**config.mk**
```make
export PLATFORM = sky130hd
export DESIGN_NAME = fpu_icvt_pipe
export DESIGN_NICKNAME = d
export VERILOG_FILES = /design/src/rtl/fpu_types_pkg.sv /design/src/rtl/fpu_lzc.sv /design/src/rtl/fpu_icvt_pipe.sv
export SDC_FILE = /design/constraint.sdc
export NUM_CORES = 1
export LEC_CHECK = 0
export BUFFER_PORTS_ARGS = -buffer_cell sky130_fd_sc_hd__buf_2
export CAP_MARGIN = 30
export CORE_UTILIZATION = 40
export DETAILED_ROUTE_END_ITERATION = 8
export HOLD_SLACK_MARGIN = 0.08
export SYNTH_ARGS = -nofsm -noshare
export SYNTH_HDL_FRONTEND = slang
export SYNTH_SLANG_ARGS = --single-unit
```
**constraint.sdc**
```tcl
create_clock -name CLK -period 3.9 [get_ports CLK]
set_input_delay 0.78 -clock CLK [delete_from_list [all_inputs] [get_ports CLK]]
set_output_delay 0.78 -clock CLK [all_outputs]
set_load 0.005 [all_outputs]
```
**src/rtl/fpu_types_pkg.sv**
```systemverilog
// Shared FPU types: RISC-V rounding modes, fflags layout and special-value encodings.
package fpu_types_pkg;

  typedef enum logic [2:0] {
    RM_RNE = 3'd0,
    RM_RTZ = 3'd1,
    RM_RDN = 3'd2,
    RM_RUP = 3'd3,
    RM_RMM = 3'd4
  } rm_t;

  // Bit order matches the fflags CSR: {NV,DZ,OF,UF,NX}
  typedef struct packed {
    logic nv;
    logic dz;
    logic of;
    logic uf;
    logic nx;
  } fflags_t;

  // Magnitude fields {exp, man} of the largest finite value, right-aligned in 64 bits
  function automatic logic [63:0] fp_max_finite(input int exp_w, input int man_w);
    return ((((64'd1 << exp_w) - 64'd2) << man_w) | ((64'd1 << man_w) - 64'd1));
  endfunction

  function automatic logic [63:0] fp_inf(input int exp_w, input int man_w);
    return (((64'd1 << exp_w) - 64'd1) << man_w);
  endfunction

endpackage

```
**src/rtl/fpu_lzc.sv**
```systemverilog
// Combinational leading-zero counter; an all-zero input reports W.
module fpu_lzc #(
  parameter int W = 32
) (
  input  logic [W-1:0]       a,
  output logic [$clog2(W):0] cnt
);

  localparam int CW = $clog2(W) + 1;

  // Scanning upward lets the highest set bit win the last assignment
  always_comb begin
    cnt = CW'(W);
    for (int i = 0; i < W; i++) begin
      if (a[i]) cnt = CW'(W - 1 - i);
    end
  end

endmodule

```
**src/rtl/fpu_icvt_pipe.sv**
```systemverilog
// Three-stage integer-to-float converter with valid/ready flow control.
// Define FPU_ICVT_FLAGS_EN to build the OF/NX flag datapath; otherwise out_flags is 0.
module fpu_icvt_pipe
  import fpu_types_pkg::*;
#(
  parameter int INT_W = 32,
  parameter int EXP_W = 5,
  parameter int MAN_W = 10
) (
  input  logic                   CLK,
  input  logic                   RST,
  input  logic                   in_valid,
  output logic                   in_ready,
  input  logic [INT_W-1:0]       in_int,
  input  logic                   in_signed,
  input  logic [2:0]             in_rm,
  output logic                   out_valid,
  input  logic                   out_ready,
  output logic [EXP_W+MAN_W:0]   out_float,
  output logic [4:0]             out_flags
);

  localparam int FW  = 1 + EXP_W + MAN_W;
  localparam int LZW = $clog2(INT_W) + 1;
  localparam int XW  = ((EXP_W > LZW) ? EXP_W : LZW) + 2;
  localparam int SW  = INT_W + MAN_W;
  localparam logic [XW-1:0] BIAS    = XW'((1 << (EXP_W - 1)) - 1);
  localparam logic [XW-1:0] EXP_MAX = XW'((1 << EXP_W) - 2);
  localparam logic [63:0]   MAXF_64 = fp_max_finite(EXP_W, MAN_W);
  localparam logic [63:0]   INF_64  = fp_inf(EXP_W, MAN_W);
  localparam logic [FW-2:0] MAXF    = MAXF_64[FW-2:0];
  localparam logic [FW-2:0] INF     = INF_64[FW-2:0];

  function automatic logic round_up(input logic [2:0] rm, input logic sign,
                                    input logic lsb, input logic g, input logic s);
    case (rm)
      RM_RNE:  return g & (s | lsb);
      RM_RMM:  return g;
      RM_RUP:  return (g | s) & ~sign;
      RM_RDN:  return (g | s) & sign;
      default: return 1'b0;
    endcase
  endfunction

  function automatic logic sat_to_inf(input logic [2:0] rm, input logic sign);
    case (rm)
      RM_RNE, RM_RMM: return 1'b1;
      RM_RUP:         return ~sign;
      RM_RDN:         return sign;
      default:        return 1'b0;
    endcase
  endfunction

  logic en_p1, en_p2, en_p3;
  logic vld_p1_d, vld_p1_q, vld_p2_d, vld_p2_q, vld_p3_d, vld_p3_q;

  logic             sign_p1_d, sign_p1_q;
  logic [INT_W-1:0] mag_p1_d, mag_p1_q;
  logic [2:0]       rm_p1_d, rm_p1_q;

  logic [LZW-1:0]   lzc_p1;
  logic [INT_W-1:0] norm_full;
  logic             sign_p2_d, sign_p2_q;
  logic             zero_p2_d, zero_p2_q;
  logic [INT_W-2:0] norm_p2_d, norm_p2_q;
  logic [XW-1:0]    exp_p2_d, exp_p2_q;
  logic [2:0]       rm_p2_d, rm_p2_q;

  logic [SW-1:0]    frac;
  logic [MAN_W-1:0] man_t, man_r;
  logic [MAN_W:0]   man_inc;
  logic             g, s, rup, ovf;
  logic [XW-1:0]    exp_b;
  logic [FW-1:0]    res;
  logic [FW-1:0]    out_float_d, out_float_q;

  // Each stage advances when empty or when its successor advances
  always_comb begin
    en_p3    = !vld_p3_q || out_ready;
    en_p2    = !vld_p2_q || en_p3;
    en_p1    = !vld_p1_q || en_p2;
    vld_p1_d = en_p1 ? in_valid : vld_p1_q;
    vld_p2_d = en_p2 ? vld_p1_q : vld_p2_q;
    vld_p3_d = en_p3 ? vld_p2_q : vld_p3_q;
  end

  assign in_ready  = en_p1;
  assign out_valid = vld_p3_q;
  assign out_float = out_float_q;

  always_ff @(posedge CLK or posedge RST) begin
    if (RST) begin
      vld_p1_q    <= 1'b0;
      vld_p2_q    <= 1'b0;
      vld_p3_q    <= 1'b0;
      out_float_q <= '0;
    end else begin
      vld_p1_q    <= vld_p1_d;
      vld_p2_q    <= vld_p2_d;
      vld_p3_q    <= vld_p3_d;
      out_float_q <= out_float_d;
    end
  end

  // ---- stage p1: sign and magnitude ----
  always_comb begin
    sign_p1_d = sign_p1_q;
    mag_p1_d  = mag_p1_q;
    rm_p1_d   = rm_p1_q;
    if (en_p1 && in_valid) begin
      sign_p1_d = in_signed & in_int[INT_W-1];
      mag_p1_d  = sign_p1_d ? ('0 - in_int) : in_int;
      rm_p1_d   = in_rm;
    end
  end

  // ---- stage p2: normalise ----
  fpu_lzc #(.W(INT_W)) u_lzc (
    .a   (mag_p1_q),
    .cnt (lzc_p1)
  );

  always_comb begin
    norm_full = mag_p1_q << lzc_p1;
    sign_p2_d = sign_p2_q;
    zero_p2_d = zero_p2_q;
    norm_p2_d = norm_p2_q;
    exp_p2_d  = exp_p2_q;
    rm_p2_d   = rm_p2_q;
    if (en_p2 && vld_p1_q) begin
      sign_p2_d = sign_p1_q;
      zero_p2_d = !norm_full[INT_W-1];
      norm_p2_d = norm_full[INT_W-2:0];
      exp_p2_d  = XW'(INT_W - 1) - XW'(lzc_p1);
      rm_p2_d   = rm_p1_q;
    end
  end

  // ---- stage p3: round, saturate, pack ----
  always_comb begin
    frac    = {norm_p2_q, {(MAN_W + 1){1'b0}}};
    man_t   = frac[SW-1 -: MAN_W];
    g       = frac[SW-1-MAN_W];
    s       = |frac[SW-2-MAN_W:0];
    rup     = round_up(rm_p2_q, sign_p2_q, man_t[0], g, s);
    man_inc = {1'b0, man_t} + (MAN_W + 1)'(1);
    man_r   = rup ? man_inc[MAN_W-1:0] : man_t;
    exp_b   = exp_p2_q + BIAS + XW'(rup & man_inc[MAN_W]);
    ovf     = exp_b > EXP_MAX;
    if (zero_p2_q)
      res = '0;
    else if (ovf)
      res = {sign_p2_q, sat_to_inf(rm_p2_q, sign_p2_q) ? INF : MAXF};
    else
      res = {sign_p2_q, exp_b[EXP_W-1:0], man_r};
    out_float_d = (en_p3 && vld_p2_q) ? res : out_float_q;
  end

  always_ff @(posedge CLK) begin
    sign_p1_q <= sign_p1_d;
    mag_p1_q  <= mag_p1_d;
    rm_p1_q   <= rm_p1_d;
    sign_p2_q <= sign_p2_d;
    zero_p2_q <= zero_p2_d;
    norm_p2_q <= norm_p2_d;
    exp_p2_q  <= exp_p2_d;
    rm_p2_q   <= rm_p2_d;
  end

`ifdef FPU_ICVT_FLAGS_EN
  fflags_t flags_d, flags_q;

  // Saturation is always inexact, even from an exact power of two
  always_comb begin
    flags_d = flags_q;
    if (en_p3 && vld_p2_q) begin
      flags_d = '0;
      if (!zero_p2_q) begin
        flags_d.of = ovf;
        flags_d.nx = ovf | g | s;
      end
    end
  end

  always_ff @(posedge CLK or posedge RST) begin
    if (RST) flags_q <= '0;
    else     flags_q <= flags_d;
  end

  assign out_flags = flags_q;
`else
  assign out_flags = '0;
`endif

endmodule
```
# == Yosys cells after proc, flatten, opt, wreduce, memory -nomap -nowiden ==
# Cells that the tools add are included.
# op_classes
n_addsub,5
order_cmp,1
eq_ne,3
shifts,1
mux,41
bitwise,8
reduce_logical,13
# op_table
cell,n
6-bit two-way mux,32
32-bit two-way mux,1
32-bit by 6-bit << shifter with 32-bit output,1
"1-bit by 32-bit subtractor with 32-bit output, first input constant",1
20-bit OR reduction,1
16-bit two-way mux,1
15-bit two-way mux,1
"10-bit by 1-bit adder with 11-bit output, second input constant",1
11-bit two-way mux,1
10-bit two-way mux,1
8-bit by 1-bit adder with 8-bit output,1
"8-bit by 4-bit adder with 8-bit output, second input constant",1
"8-bit by 5-bit greater-than comparator with 1-bit output, second input constant",1
"5-bit by 6-bit subtractor with 7-bit output, first input constant",1
"3-bit by 2-bit equality test with 1-bit output, second input constant",2
1-bit bitwise AND,5
1-bit zero test,4
1-bit case mux with 4 select lines,1
"3-bit equality test, second input constant",1
1-bit logical AND,3
3-bit zero test,1
1-bit logical OR,3
1-bit case mux with 3 select lines,1
1-bit two-way mux,2
other kinds (3),4
# totals
register_bits,99
input_bits,40
out_inout_bits,23
wordCells,84

# == Longest topological paths before layout ==
# Gate-level depths: netlist of run 1.
# logic_depth
ltp_word,34
ltp_mapped,18
ltp_nobuf,17

# == Modules after synthesis ==
# From an unflattened synthesis of run 1, not the netlist that was laid out.
# hier_totals
hier_cells,639
area_unflattened_um2,6461.2
# by_module_without_submodules
module,n_inst,cells_per_inst,area_each_um2,seq_area_each_um2
fpu_icvt_pipe,1,574,6093.3,2817.7
fpu_lzc,1,65,367.9,0.0

# == Worst setup path before layout of run 1 ==
# OpenSTA, ideal clock, no wires.
# synth_timing
kind,flip-flop to flip-flop
from,register rm_p2_q[0]
to,register out_float_q[5] (netlist: out_float[5])
setup_time_ps,83
arrival_ps,3529
t_required_ps,3817
path_slack_ps,289
path_stages_with_launch,18
path_buffers,0
period_less_slack_ps,3611
cell_sequence,edfxtp_1 -> xor2_1 -> nand3b_1 -> inv_1 -> a21oi_1 -> a21oi_1 -> nand2_1 -> or3_1 -> ha_1 -> ha_1 -> xnor2_1 -> or3_1 -> nor3_1 -> o31ai_1 -> o21ba_2 -> nor3_1 -> inv_1 -> o21ai_0
# synth_via
elab_chain_len,8
word_cells_on_any_way,16
classes_between,add/sub (1); order compare (1); eq/ne (3); mux (8); bitwise (1); reduce/logical (2)
# synth_rtl
item,line_no,source
"start, declared",fpu_icvt_pipe.sv:67,"logic [2:0] rm_p2_d, rm_p2_q;"
"start signal, assigned",fpu_icvt_pipe.sv:167,rm_p2_q <= rm_p2_d;
branches (longest 6 deep; another with 8-bit by 1-bit adder with 8-bit output),-,
15-bit two-way mux (*),fpu_icvt_pipe.sv:152,else if (ovf)
16-bit two-way mux (*),fpu_icvt_pipe.sv:150,if (zero_p2_q)
"end signal, assigned",fpu_icvt_pipe.sv:101,out_float_q <= out_float_d;
"end, declared",fpu_icvt_pipe.sv:75,"logic [FW-1:0] out_float_d, out_float_q;"
# Every way passes the cells marked *. The select of a mux whose other input is x is not followed.
# A chain may end at the register's enable or synchronous reset.

# == Final worst setup path of run 1 ==
# layout_timing
from,register norm_p2_q[23]
to,register out_float_q[3] (netlist: out_float[3])
# layout_via
elab_chain_len,6
word_cells_on_any_way,7
classes_between,add/sub (2); order compare (1); mux (3); bitwise (1)
# layout_rtl
item,line_no,source
"start, declared",fpu_icvt_pipe.sv:65,"logic [INT_W-2:0] norm_p2_d, norm_p2_q;"
"start signal, assigned",fpu_icvt_pipe.sv:165,norm_p2_q <= norm_p2_d;
10-bit by 1-bit adder with 11-bit output (*),fpu_icvt_pipe.sv:146,"man_inc = {1'b0, man_t} + (MAN_W + 1)'(1);"
1-bit bitwise AND,fpu_icvt_pipe.sv:148,exp_b = exp_p2_q + BIAS + XW'(rup & man_inc[MAN_W]);
8-bit by 1-bit adder with 8-bit output,fpu_icvt_pipe.sv:148,
8-bit by 5-bit greater-than comparator with 1-bit output,fpu_icvt_pipe.sv:149,ovf = exp_b > EXP_MAX;
15-bit two-way mux (*),fpu_icvt_pipe.sv:152,
16-bit two-way mux (*),fpu_icvt_pipe.sv:150,
# Every way passes the cells marked *; elsewhere a longest branch is shown, timed or not.

==> reports/metrics.yaml, run 1 <==
run_status:
  status: "finished, final reports clean"
job:
  maxCapViolations: 0
route:
  drc: 0
  postRouteWirelength_um: 14600
  drt_first_pass_iters: 5
  vias: 4996
  drt_iter0_drc: 346
  via_per_inst: 5.50
  antenna_left: 0
  wire_per_inst_um: 16.1
grt:
  grt_pass1_vias: 4776
  track_usage_pct: 18.8
  grt_pass1_wl_um: 23600
  overflow: 0
  grt_max_degree: 43
  grt_antenna_before_repair: 0
setup_path:
  r2r_end: "out_float[3]"
  path_max_fanout: 8
  required_ns: 4.15
  crit_path_end: "out_float[3]"
  start_kind: "flop"
  worstRegToRegCells: 13
  cp-startpoint: "norm_p2_q[23]"
  r2r-start: "norm_p2_q[23]"
  path_class: "flop to flop"
  r2r_slack_ns: 0.42
  cp.arrival_ns: 3.73
  end_kind: "flop"
clock_network:
  clock_path_buffers: 2
  hold_buffers: 0
  post-cts-setup-buffers: 0
  clock_sinks: 97
  cts_tree: "built"
  path_clk_slew_ns: 0.07
  cts_root_buf: "clkbuf_16"
  clock_latency_ns: 0.36
  htree_levels: 3
  cts_buffers: 9
sta:
  clock.fmax_ghz: 0.287
  final_hold_viol_count: 0
  worst_slack_ns: 0.416
  finClkSkew_ns: 0.00856
  worst_pin_slew_ns: 0.754
  slew-limit-headroom_pct: 49.5
  setup_tns_ns: 0
  finalCritPeriodShare_pct: 89.3
  slew_violations: 0
  rsz0062_at_grt: "false"
  finalSetupViolations: 0
  fin_crit_ns: 3.48
floorplanning:
  io_pins: 63
  initial_utilization_pct: 41.0
  dieArea_um2: 16200
  core_area_um2: 15300
  std_cell_rows: 45
  dieWidth_um: 127
  die_y_um: 127
final_layout:
  antenna_cells: 0
  nets: 737
  area_growth_pct: 13.7
  drive_above_1_share_pct: 16.6
yosys:
  syn_area_um2: 6260
  synth-edff-count: 78
  syn-instance-count: 632
  synthFlopType: "edfxtp_1"
  syn_area_per_cell_um2: 9.90
  ys_warn_count: 0
  synth_area_leaders: "edfxtp_1 37%, mux2i_1 8.5%, dfrtp_1 7.6%"
  synth_top_cell_by_area: "edfxtp_1"
  ys_seq_area_share_pct: 45.0
  ys_ff_latch: 97
  ys_types: 65
  async_flop_share_pct: 19.6
  synth_top_cell_area_share_pct: 37.4
placed_design:
  io_buffers: 57
  gp_congestion: 0.932
  dpl_worst_slack_ns: 0.0404
  dpl.hpwl_um: 11400
power_and_ir_drop:
  powerDensity_nw_per_um2: 414
  ir_drop_v: 0.000230
  power.total_uw: 2950
  power_leakage_uw: 0.00287
worst_hold_path:
  hp-class: "flop to flop"
==> cell families (layout without fill, tap and decap cells) <==
kind of cell / Yosys count / in the layout / share of synthesized area [%]
xor gates and xnor gates: 35 / 35 / 4.90
AOI/OAI and AO/OA: 161 / 161 / 17.9
and+or+nand+nor: 218 / 218 / 17.2
adders and majority gates: 4 / 4 / 0.800
other: 1 / 5 / 0.0599
DFF: 97 / 97 / 45.0
muxes: 62 / 62 / 10.3
buffers and inverters: 54 / 116 / 3.92
==> synthesized netlist by cell type, types with 6 or more instances <==
master and count:
a211oi_1 9, a21o_1 8, a21oi_1 28, a22o_1 11, a22oi_1 9, a31oi_1 6, and2_1 11, and3_1 9
buf_2 8, buf_4 8, clkbuf_1 11, dfrtp_1 19, edfxtp_1 78, inv_1 23, mux2_2 8, mux2i_1 53
nand2_1 54, nand2b_1 15, nand3_1 12, nor2_1 58, nor3_1 15, nor4_1 15, o211ai_1 8, o21ai_0 35
o31ai_1 8, or4_1 7, xnor2_1 17, xor2_1 18
==> routing by layer <==
layer | vias up | routed length (um) | track usage [%]
met5 | - | 0 | 0
met4 | 0 | 457 | 8.47
met2 | 144 | 7010 | 31.6
met1 | 2323 | 6610 | 23.4
li1 | 2497 | - | -
met3 | 32 | 538 | 3.56
==> layout by cell type, fill, tap and decap left out, types with 8 or more instances in the layout <==
cell,netlist,final
edfxtp_1,78,78
nor2_1,58,58
buf_2,8,57
nand2_1,54,54
mux2i_1,53,53
o21ai_0,35,35
a21oi_1,28,28
inv_1,23,23
dfrtp_1,19,19
xor2_1,18,18
buf_4,8,18
xnor2_1,17,17
nand2b_1,15,15
nor4_1,15,15
nor3_1,15,14
nand3_1,12,12
and2_1,11,11
a22o_1,11,11
and3_1,9,9
a211oi_1,9,9
a22oi_1,9,9
clkbuf_16,0,9
a21o_1,8,8
o211ai_1,8,8
mux2_2,8,8
==> worst max-delay path, cell delays in order (launching register included) <==
cell      delay [ns]
edfxtp_1        0.39
and2_1          0.20
and3_1          0.22
and3_1          0.23
nand2_1         0.06
or3_1           0.36
ha_1            0.21
ha_1            0.30
or3_1           0.38
nor3_1          0.30
o31ai_2         0.10
o21ba_2         0.28
nor3_4          0.07
a32o_1          0.25
==> report_power, final <==
| group | internal, uW | switching (uW) |
|---|---|---|
| Clock | 449 | 416 |
| Sequential | 1290 | 99.8 |
| Combinational | 291 | 398 |
| Total | 2030 | 913 |
==> metrics by stage <==
| step | util [%] | cell area (um^2) | std cells | hold slack [ns] |
|---|---|---|---|---|
| after detailed placement | 44.7 | 6810 | 893 | 0.437 |
| after floorplan | - | 6270 | 636 | 0.400 |
| after global placement | 44.7 | 6810 | 893 | 0.430 |
| final | 46.7 | 7120 | 909 | 0.447 |
| after global routing | 46.7 | 7120 | 909 | 0.453 |
| after CTS | 46.6 | 7110 | 909 | 0.454 |
==> worst min-delay path by stage <==
stage	startpoint	end	slack, ns	cells past startpoint
floorplan	rm_p1_q[0]	rm_p2_q[0]	0.40	0
global placement	rm_p1_q[1]	rm_p2_q[1]	0.43	0
detailed placement	rm_p1_q[1]	rm_p2_q[1]	0.44	0
CTS	rm_p1_q[1]	rm_p2_q[1]	0.45	0
global route	rm_p1_q[2]	rm_p2_q[2]	0.45	0
finish	rm_p1_q[2]	rm_p2_q[2]	0.45	0
==> sequential cells by signal, summed over array words and instances (netlist names) <==
name	count
exp_p2_q	6
out_float	16
rm_p1_q	3
mag_p1_q	32
sign_p1_q	1
out_valid	1
zero_p2_q	1
vld_p2_q	1
vld_p1_q	1
norm_p2_q	31
sign_p2_q	1
rm_p2_q	3
==> cell type report <==
| cell class | count | area, um^2 |
|---|---|---|
| fillers | 1456 | 8140 |
| clock inverters | 7 | 67.6 |
| flip-flops and latches | 97 | 2820 |
| repair buffers | 75 | 420 |
| clock buffers | 9 | 225 |
| inverters | 25 | 96.3 |
| well taps | 211 | 264 |
| multi-input cells | 485 | 3230 |
==> timing repair <==
item | CTS | global route
endpoints found under the hold margin | 0 | 0
gates resized for setup | 0 | 2
endpoints found under the setup margin | 0 | 10
No activity file was read; power rests on OpenSTA's default activity.
==> inputs of run 2 (changes only) <==
Settings changed: BUFFER_PORTS_ARGS -buffer_cell sky130_fd_sc_hd__buf_2 to default, DONT_BUFFER_PORTS from default to 1.
==> run 2 against run 1 <==
  * Combinational power is 10% lower
  * Sequential power is essentially flat
  * Largest cell class unchanged
  * Utilization decreased by 1.6 points
  * Die area unchanged
==> reports/metrics.yaml, run 2 (same netlist as run 1, synthesis figures left out) <==
final_layout:
  area_growth_pct: 9.92
  antenna_cells: 0  # unchanged
  mostFrequentLayoutCell: "edfxtp_1"
  drive_above_1_share_pct: 9.49  # -7.1 points
  fillCellCount: 1447  # -0.62%
  top_register: "mag_p1_q"
  nets: 682  # -7.5%
  fin_area_um2: 6880  # -3.4%
  largest_register_ffs: 32  # unchanged
  post-route-util_pct: 45.1  # -1.6 points
  layout_common_cells: "78 x edfxtp_1, 58 x nor2_1, 54 x nand2_1, 53 x mux2i_1, 35 x o21ai_0"
setup_path:
  cp.arrival_ns: 3.77  # +0.04 ns
  end_kind: "flop"
  path_class: "flop to flop"
  cp_top_family: "simple AND/OR/NAND/NOR gates"
  slowest_delay_ns: 0.42  # +0.03 ns
  path_cells: "and2_1 > and3_1 > and3_1 > nand2_1 > or3_1 > ha_1 > ha_1 > xnor2_1 > or3_1 > nor3_1 > o31ai_2 > o21ba_2 > nor3_2 > inv_1 > o21ai_0"
  crit_slowest_cell: "nor3_2"
  required_ns: 4.18  # +0.03 ns
  crit_buf_inv: 1  # +1
  start_kind: "flop"
  path_max_fanout: 8  # unchanged
route:
  via_per_inst: 5.66  # +2.9%
  wire_per_inst_um: 17.1  # +6.2%
  antenna_left: 0  # unchanged
  drt_iter0_drc: 282  # -18%
  vias: 4831  # -3.3%
  postRouteWirelength_um: 14600  # -0.19%
  drc: 0  # unchanged
  drt_first_pass_iters: 5  # unchanged
grt:
  track_usage_pct: 19.3  # +0.59 points
  grt_pass1_vias: 4911  # +2.8%
  overflow: 0  # unchanged
  grt_max_degree: 43  # unchanged
  grt_pass1_wl_um: 24500  # +3.7%
  grt_antenna_before_repair: 0  # unchanged
floorplanning:
  io_pins: 63  # unchanged
  dieWidth_um: 127  # unchanged
  std_cell_rows: 45  # unchanged
  dieArea_um2: 16200  # unchanged
  die_y_um: 127  # unchanged
  core_area_um2: 15300  # unchanged
  initial_utilization_pct: 41.0  # unchanged
clock_network:
  htree_levels: 3  # unchanged
  clock_latency_ns: 0.36  # about the same
  clock_sinks: 97  # unchanged
  cts_buffers: 9  # unchanged
  clock_path_buffers: 2  # unchanged
  cts_root_buf: "clkbuf_16"
  post-cts-setup-buffers: 0  # unchanged
  cts_tree: "built"
  path_clk_slew_ns: 0.07  # about the same
  hold_buffers: 0  # unchanged
power_and_ir_drop:
  powerDensity_nw_per_um2: 433  # +4.6%
  power_leakage_uw: 0.00268  # -6.9%
  ir_drop_v: 0.000220  # -4.6%
  power.total_uw: 2980  # +1.0%
sta:
  clock.fmax_ghz: 0.286  # -0.22%
  finClkSkew_ns: 0.0101  # +0.00151 ns
  finalSetupViolations: 0  # unchanged
  slew_violations: 0  # unchanged
  rsz0062_at_grt: "false"
  worst_pin_slew_ns: 0.749  # -0.00571 ns
  slew-limit-headroom_pct: 49.9  # +0.38 points
  fin_crit_ns: 3.49  # +0.00769 ns
  setup_tns_ns: 0  # unchanged
  finalCritPeriodShare_pct: 89.5  # +0.20 points
  final_hold_viol_count: 0  # unchanged
placed_design:
  gp_congestion: 0.927  # -0.56%
  placed_cell_area_um2: 6540  # -4.0%
  io_buffers: 0  # -100%
  dpl.hpwl_um: 11400  # -0.66%
job:
  maxCapViolations: 0  # unchanged
run_status:
  status: "finished, final reports clean"
worst_hold_path:
  hp-class: "input pin to async pin"
run 2: cell count changes in the layout (fill, tap and decap cells not counted):
cell	previous run	this run
clkinvlp_4	1	0
nor3_4	1	0
nor3_2	0	1
buf_4	18	20
inv_8	1	0
buf_2	57	0
inv_6	3	1
bufinv_16	0	1
clkinv_2	0	2
clkbuf_16	9	11
clkinv_8	1	0
run 2: timing repair:
item,in CTS,in global routing
endpoints found under the hold margin,0,0
gates resized for setup,0,1
setup endpoints to repair,0,10
run 2: cell type report:
class                           count  area [um^2]  area share (%)
Timing Repair Buffer               20          150            2.18
Inverter                           25         96.3            1.40
Sequential cell                    97         2820            41.0
Tap cell                          211          264            3.84
Multi-Input combinational cell    485         3220            46.8
Clock inverter                      5         55.1           0.800
Clock buffer                       11          275            4.00
run 2: path summary, 6_finish.rpt:
path / slack [ns] / cells past startpoint / endpoint / start
max: 0.41 / 15 / out_float[9] / norm_p2_q[23]
min: 0.41 / 1 / out_float[5] / RST
max reg2reg: 0.41 / 15 / out_float[9] / norm_p2_q[23]
min reg2reg: 0.42 / 0 / rm_p2_q[2] / rm_p1_q[2]
max in group asynchronous: 3.05 / 1 / out_float[7] / RST
min in group CLK: 0.42 / 0 / rm_p2_q[2] / rm_p1_q[2]
run 2: per-layer routing:
metal / up-vias / global-route usage, % / wire length [um]
li1: 2388 / - / -
met1: 2272 / 24.3 / 6650
met2: 129 / 31.2 / 6830
met3: 42 / 3.31 / 468
met4: 0 / 11.9 / 631
met5: - / 0 / 0
run 2: per-stage QoR:
stage	setup slack [ns]	hold slack, ns	instances
after floorplan	0.289	0.400	636
after global placement	0.279	0.404	838
after detailed placement	0.0929	0.408	838
after CTS	0.0704	0.423	854
after global routing	0.0363	0.431	854
final	0.408	0.413	854
run 2: power breakdown:
part	internal, uW	switching [uW]	leakage, uW
logic	254	364	0.00153
registers	1290	110	0.000978
clock network	575	381	0.000167
total	2120	855	0.00268
==> inputs of run 3 (changes only) <==
Settings changed: CORE_MARGIN from default to 3.
==> run 3 against run 2 <==
  * Final area shrank 0.44%
  * Non-clock buffer count shrank 2
  * Fmax increased by 2.3%
  * Clock skew up 0.0028 ns
  * Worst setup slack improved by 0.079 ns
  * Hold slack got worse by 0.013 ns
==> reports/metrics.yaml, run 3 (same netlist as run 1, synthesis figures left out) <==
job:
  maxCapViolations: 0  # unchanged
final_layout:
  largest_register_ffs: 32  # unchanged
  antenna_cells: 0  # unchanged
  stdcell_count: 852  # -0.23%
  layout_common_cells: "78 x edfxtp_1, 58 x nor2_1, 54 x nand2_1, 53 x mux2i_1, 35 x o21ai_0"
  nets: 680  # -0.29%
  area_growth_pct: 9.44
  drive_above_1_share_pct: 9.20  # -0.28 points
  mostFrequentLayoutCell: "edfxtp_1"
  top_register: "mag_p1_q"
power_and_ir_drop:
  ir_drop_v: 0.000220  # +0.13%
  power_leakage_uw: 0.00265  # -0.94%
  powerDensity_nw_per_um2: 426  # -1.4%
  power.total_uw: 2920  # -1.9%
grt:
  grt_pass1_vias: 4791  # -2.4%
  grt_pass1_wl_um: 25000  # +2.3%
  overflow: 0  # unchanged
  grt_antenna_before_repair: 0  # unchanged
  grt_max_degree: 43  # unchanged
  track_usage_pct: 18.5  # -0.85 points
floorplanning:
  die_y_um: 131  # +3.1%
  io_pins: 63  # unchanged
  initial_utilization_pct: 41.0  # unchanged
  dieWidth_um: 131  # +3.1%
  core_area_um2: 15300  # unchanged
  dieArea_um2: 17200  # +6.4%
  std_cell_rows: 45  # unchanged
clock_network:
  cts_tree: "built"
  htree_levels: 3  # unchanged
  clock_latency_ns: 0.36  # about the same
  hold_buffers: 0  # unchanged
  cts_buffers: 9  # unchanged
  clock_sinks: 97  # unchanged
  cts_root_buf: "clkbuf_16"
  clock_path_buffers: 2  # unchanged
  path_clk_slew_ns: 0.08  # about the same
sta:
  final_hold_viol_count: 0  # unchanged
  slew_violations: 0  # unchanged
  clock.fmax_ghz: 0.293  # +2.3%
  slew-limit-headroom_pct: 36.6  # -13 points
  fin_crit_ns: 3.41  # -0.0791 ns
  setup_tns_ns: 0  # unchanged
  finalSetupViolations: 0  # unchanged
  worst_hold_slack_ns: 0.400  # -0.0128 ns
  finalCritPeriodShare_pct: 87.5  # -2.0 points
  rsz0062_at_grt: "false"
  worst_pin_slew_ns: 0.947  # +0.198 ns
  finClkSkew_ns: 0.0129  # +0.00280 ns
setup_path:
  start_kind: "flop"
  cp_top_family: "compound AO/OA/AOI/OAI gates"
  end_kind: "flop"
  crit_buf_inv: 2  # +1
  path_class: "flop to flop"
  slowest_delay_ns: 0.78  # +0.36 ns
  crit_slowest_cell: "o211ai_1"
  cp.arrival_ns: 3.53  # -0.24 ns
  path_max_fanout: 16  # +8
  path_cells: "nand2b_1 > nor3b_1 > o2111ai_1 > o211ai_1 > buf_4 > buf_4 > mux2i_1 > o221ai_1 > a21o_1"
  path_common_cell: "buf_4"
  required_ns: 4.02  # -0.16 ns
route:
  postRouteWirelength_um: 14800  # +1.2%
  drt_first_pass_iters: 5  # unchanged
  wire_per_inst_um: 17.3  # +1.4%
  via_per_inst: 5.61  # -0.91%
  vias: 4776  # -1.1%
  antenna_left: 0  # unchanged
  drc: 0  # unchanged
  drt_iter0_drc: 273  # -3.2%
placed_design:
  dpl.hpwl_um: 11600  # +1.9%
  gp_congestion: 0.900  # -2.9%
  io_buffers: 0  # unchanged
  dpl.cell_count: 836  # -0.24%
worst_hold_path:
  hp-class: "input pin to async pin"
run_status:
  status: "finished, final reports clean"
run 3: changes by cell type in the layout (fill, tap and decap cells not counted), sizes merged:
cell and delta:
buf -2, inv +3, clkbuf -1, clkinv -1, bufinv -1
run 3: final timing paths:
check                                end          from  depth (start not counted)  slack (ns)
min                         out_float[3]           RST                          1        0.40
max                        norm_p2_q[25]  mag_p1_q[30]                          9        0.49
max in group asynchronous  out_float[15]           RST                          1        3.08
min in group CLK              rm_p2_q[2]    rm_p1_q[2]                          0        0.42
min reg2reg                   rm_p2_q[2]    rm_p1_q[2]                          0        0.42
max reg2reg                norm_p2_q[25]  mag_p1_q[30]                          9        0.49
run 3: layout make-up:
type / count / area, um^2
multi-input cells: 485 / 3230
flip-flops and latches: 97 / 2820
fillers: 1458 / 8410
inverters: 25 / 96.3
clock inverters: 6 / 52.6
clock buffers: 10 / 250
well taps: 211 / 264
repair buffers: 18 / 135
run 3: power by group:
part,switching (uW),internal (uW)
registers,114,1290
logic,364,253
clock network,411,485
total,889,2030
run 3: routing by layer:
layer,global-route usage (%),part of all wire (%)
met1,24.3,46
met2,30.4,48
met3,3.77,4.0
met4,6.47,2.1
met5,0,0
run 3: repair_timing:
item / in CTS / in global routing
setup endpoints to repair: 0 / 10
resized for setup: 0 / 3
buffers inserted: 0 / 0
endpoints found under the hold margin: 0 / 0
run 3: per-stage QoR:
step           setup WS [ns]  instance area, um^2  util, %
6_report               0.487                 6850     44.9
3_3_place_gp           0.336                 6530     42.8
2_1_floorplan          0.289                 6270        -
4_1_cts               0.0720                 6830     44.8
3_5_place_dp          0.0703                 6530     42.8
5_1_grt              0.00604                 6850     44.9
